$ cat src/rtl/mem_port_arbiter.sv
// rtl/mem_port_arbiter.sv - two-requester (write/read) round-robin arbiter for one shared synchronous memory port
//
// Ports:
//   clk, n_rst            clock (rising edge) and asynchronous active-low reset
//   w_req/w_addr/w_data   write requester; level request held until w_gnt
//   w_gnt                 one-cycle pulse in the cycle the write is on the memory port
//   r_req/r_addr          read requester; level request held until r_gnt
//   r_gnt                 one-cycle pulse in the cycle the read address is on the memory port
//   r_valid/r_data        r_valid pulses two cycles after r_gnt; r_data holds the last read word
//   mem_addr/mem_wen/
//   mem_wdata/mem_rdata   shared memory port; mem_rdata is valid one clock after mem_addr
//   busy                  high whenever the arbiter is not idle
module mem_port_arbiter #(
    parameter int D_WIDTH = 8,
    parameter int A_WIDTH = 3
) (
    input  logic               clk,
    input  logic               n_rst,
    input  logic               w_req,
    input  logic [A_WIDTH-1:0] w_addr,
    input  logic [D_WIDTH-1:0] w_data,
    output logic               w_gnt,
    input  logic               r_req,
    input  logic [A_WIDTH-1:0] r_addr,
    output logic               r_gnt,
    output logic               r_valid,
    output logic [D_WIDTH-1:0] r_data,
    output logic [A_WIDTH-1:0] mem_addr,
    output logic               mem_wen,
    output logic [D_WIDTH-1:0] mem_wdata,
    input  logic [D_WIDTH-1:0] mem_rdata,
    output logic               busy
);

    typedef enum logic [2:0] {
        ST_IDLE,
        ST_WR,
        ST_RD,
        ST_RD_WAIT,
        ST_RD_DONE
    } state_t;

    state_t r_state;
    state_t w_next_state;
    logic   r_last_w;   // 1: the most recent grant went to the writer
    logic   w_pick_w;

    always_ff @(posedge clk or negedge n_rst) begin
        if (!n_rst) begin
            r_state <= ST_IDLE;
        end else begin
            r_state <= w_next_state;
        end
    end

    // Requests are only looked at while idle; a tie goes to whoever did
    // not win last time.
    always_comb begin
        w_next_state = r_state;
        w_pick_w     = 1'b0;
        case (r_state)
            ST_IDLE: begin
                w_pick_w = w_req && (!r_req || !r_last_w);
                if (w_pick_w) begin
                    w_next_state = ST_WR;
                end else if (r_req) begin
                    w_next_state = ST_RD;
                end
            end
            ST_WR:      w_next_state = ST_IDLE;
            ST_RD:      w_next_state = ST_RD_WAIT;
            ST_RD_WAIT: w_next_state = ST_RD_DONE;
            ST_RD_DONE: w_next_state = ST_IDLE;
            default:    w_next_state = ST_IDLE;
        endcase
    end

    // Every output is a flop loaded from the next state, so each one lines
    // up with the state it belongs to without any input-to-output path.
    always_ff @(posedge clk or negedge n_rst) begin
        if (!n_rst) begin
            w_gnt     <= 1'b0;
            r_gnt     <= 1'b0;
            r_valid   <= 1'b0;
            mem_wen   <= 1'b0;
            busy      <= 1'b0;
            mem_addr  <= '0;
            mem_wdata <= '0;
            r_data    <= '0;
            r_last_w  <= 1'b0;
        end else begin
            w_gnt   <= (w_next_state == ST_WR);
            mem_wen <= (w_next_state == ST_WR);
            r_gnt   <= (w_next_state == ST_RD);
            r_valid <= (w_next_state == ST_RD_DONE);
            busy    <= (w_next_state != ST_IDLE);
            if (r_state == ST_IDLE && w_next_state == ST_WR) begin
                mem_addr  <= w_addr;
                mem_wdata <= w_data;
                r_last_w  <= 1'b1;
            end
            if (r_state == ST_IDLE && w_next_state == ST_RD) begin
                mem_addr <= r_addr;
                r_last_w <= 1'b0;
            end
            // The memory returns the word during RD_WAIT.
            if (r_state == ST_RD_WAIT) begin
                r_data <= mem_rdata;
            end
        end
    end

endmodule

$ cat config.mk
export PLATFORM = sky130hd
export DESIGN_NAME = mem_port_arbiter
export DESIGN_NICKNAME = d
export VERILOG_FILES = /design/src/rtl/mem_port_arbiter.sv
export SDC_FILE = /design/constraint.sdc
export NUM_CORES = 1
export LEC_CHECK = 0
export BUFFER_PORTS_ARGS = -buffer_cell sky130_fd_sc_hd__buf_2
export CELL_PAD_IN_SITES_DETAIL_PLACEMENT = 1
export CELL_PAD_IN_SITES_GLOBAL_PLACEMENT = 1
export CORE_MARGIN = 3
export CORE_UTILIZATION = 30
export CTS_CLUSTER_SIZE = 16
export DETAILED_ROUTE_END_ITERATION = 8
export GPL_TIMING_DRIVEN = 0
export PLACE_DENSITY_LB_ADDON = 0.1
export SYNTH_ARGS = -nofsm -noshare
export SYNTH_HDL_FRONTEND = slang
export SYNTH_SLANG_ARGS = --single-unit
$ cat constraint.sdc
create_clock -name clk -period 3.45 [get_ports clk]
set_input_delay 0.69 -clock clk [delete_from_list [all_inputs] [get_ports clk]]
set_output_delay 0.69 -clock clk [all_outputs]
set_load 0.005 [all_outputs]
==> impl_metrics.yaml <==
drt:
  drt_wl_total_um: 2200
  detail-route-antenna-nets: 0
  first_pass_iters: 3
  top_layer_used: "met4"
  m1WireLength_um: 893
  wl_met2_um: 1140
  vias: 752
  wl_met3_um: 145
  drc_errors: 0
  drtIter0Drc: 16
  viasPerCell: 4.40
  wl_per_cell_um: 12.9
clocking:
  tritoncts: "built"
  cts_setup_buffers: 0
  cts_sinks: 27
  cts_resized: 0
  cts-hold-fix-buffers: 0
  clk_path_buf_depth: 2
  htreeDepth: 1
  clkTransAtPathRegs_ps: 140
  cts_buffers: 3
  cts-root-buf: "clkbuf_4"
  clock_latency_ps: 320
pwr:
  combPwrFrac_pct: 40.9
  seq_power_share_pct: 47.4
  p_int_w: 0.000788
  max-vdd-ir-drop_mv: 0.241
  p_per_area_mw_per_mm2: 831
  swShare_pct: 31.3
  clock_power_share_pct: 11.8
  power_w: 0.00115
  p_leak_nw: 0.718
  switchingPower_w: 0.000359
timing:
  fin_crit_sh_pct: 47.8
  max-slew-margin-rel_pct: 60.8
  max_freq_mhz: 606
  rsz0062_at_grt: "false"
  min_period_ps: 1650
  tightest_slew_ps: 588
  setup_ws_ps: 1800
  clock_skew_ps: 3.28
  drv_slew: 0
  whs_ps: 349
  tns_ps: 0
  hold_viol_final: 0
  final-setup-viol-count: 0
global_routing:
  grt_use_total_pct: 11.4
  antenna_found_initial: 0
  grt_pass1_vias: 792
  grt_max_degree: 28
  gr-total-overflow: 0
  grt_pass1_wl_um: 3730
placed_design:
  portBuffers: 49
  pre_cts_ws_ps: 1630
  hpwl_um: 1750
  gp_congestion: 0.666
  dp_cells: 167
setup_path:
  startpoint: "mem_wen"
  worstSetupEndpointType: "output port"
  path_max_fanout: 2
  arrival_ps: 960
  worstSetupStartpointType: "flop"
  path_class: "flop to output port"
  r2r-start: "r_state[1]"
  required_ps: 2760
cells_and_area:
  syn_to_final_growth_pct: 31.2
  stdcell_count: 171
  final_common_cell: "buf_2"
  antennaDiodeCount: 0
  mostFrequentLayoutCells: "buf_2 (50), dfrtp_1 (27), mux2_2 (16)"
  drive_above_1_share_pct: 59.8
  nets: 154
floorplanning:
  start_util_pct: 32.9
  design.core.area_mm2: 0.00320
  num_rows: 20
  die_x_um: 65.2
  dieArea_mm2: 0.00425
  die_y_um: 65.2
  ios: 50
yosys:
  synthCells: 74
  synth_seq_cells: 27
  synthDominantAreaCellType: "dfrtp_1"
  syn-num-nets: 100
  ys_seq_area_share_pct: 64.2
  postSynthAreaPerCell_um2: 14.2
  yosysWarnings: 0
  synthTopCellsByArea: "dfrtp_1 (64%), mux2_2 (17%), a221o_1 (2.9%)"
  yosysUniqueCellTypes: 19
  yosysTopAreaCellShare_pct: 64.2
  synth_area_mm2: 0.00105
hold_path:
  min-delay-path-class: "primary input to async pin"
run_status:
  status: "complete, no violations"
run:
  drv_cap: 0
==> synthesized netlist by cell type (all sizes together) <==
library cell	instances
dfrtp	27
mux2	16
nand2	6
buf	4
inv	4
nor3	4
a221o	3
nand3b	2
o21ai	2
a21o	1
and3	1
nor2	1
nor2b	1
o21a	1
or3	1
==> metrics by stage <==
| step | utilization [%] | area [um^2] |
|---|---|---|
| after CTS | 43.1 | 1380 |
| final | 43.1 | 1380 |
| after global placement | 42.2 | 1350 |
| after floorplan | - | 1050 |
| after global routing | 43.1 | 1380 |
| after detailed placement | 42.2 | 1350 |
==> path summary, 6_finish.rpt <==
check	cells after the start	slack, ps	end
setup / recovery	2	1800	w_gnt
hold / removal	1	350	mem_wdata[5]
setup reg to reg	5	1850	mem_wdata[4]
hold reg to reg	1	520	r_data[4]
max in group asynchronous	1	2720	mem_addr[2]
min in group clk	1	520	r_data[4]
==> layout make-up <==
class	count	area, um^2
Timing Repair Buffer	49	245
Clock inverter	1	5.00
Inverter	4	15.0
Sequential cell	27	676
Fill cell	368	1820
Buffer	4	38.8
Multi-Input combinational cell	39	323
Tap cell	44	55.1
Clock buffer	3	22.5
==> metal layers <==
layer  vias to the layer above  GRT usage (%)
met1                       366           13.7
met3                         2           2.22
met4                         0           4.66
li1                        359              -
met2                        25           19.7
met5                         -              0
==> state kept, by name, indices dropped and copies added, names as in the netlist <==
signal	count
r_last_w	1
r_gnt	1
mem_addr	3
r_state	3
r_valid	1
r_data	8
mem_wdata	8
mem_wen	1
busy	1
==> power groups by stage <==
stage | sequential, W | clock (W) | combinational (W)
finish | 0.000544 | 0.000135 | 0.000469
global route | 0.000571 | 0.000159 | 0.000522
CTS | 0.000548 | 0.000146 | 0.000484
detailed placement | 0.000556 | 0 | 0.000483
global placement | 0.000545 | 0 | 0.000468
floorplan | 0.000564 | 0 | 0.000259
==> kinds of logic after synthesis <==
| group | synth area share (%) |
|---|---|
| DFF | 64.2 |
| muxes | 17.1 |
| and+or+nand+nor | 8.20 |
| buffers and inverters | 5.11 |
| AOI/OAI and AO/OA | 5.35 |
==> worst max-delay path, stage by stage, from the launching register on <==
cell and delay (ps):
dfrtp_1 410, buf_4 130, buf_2 110
(Power assumes the default switching activity.)
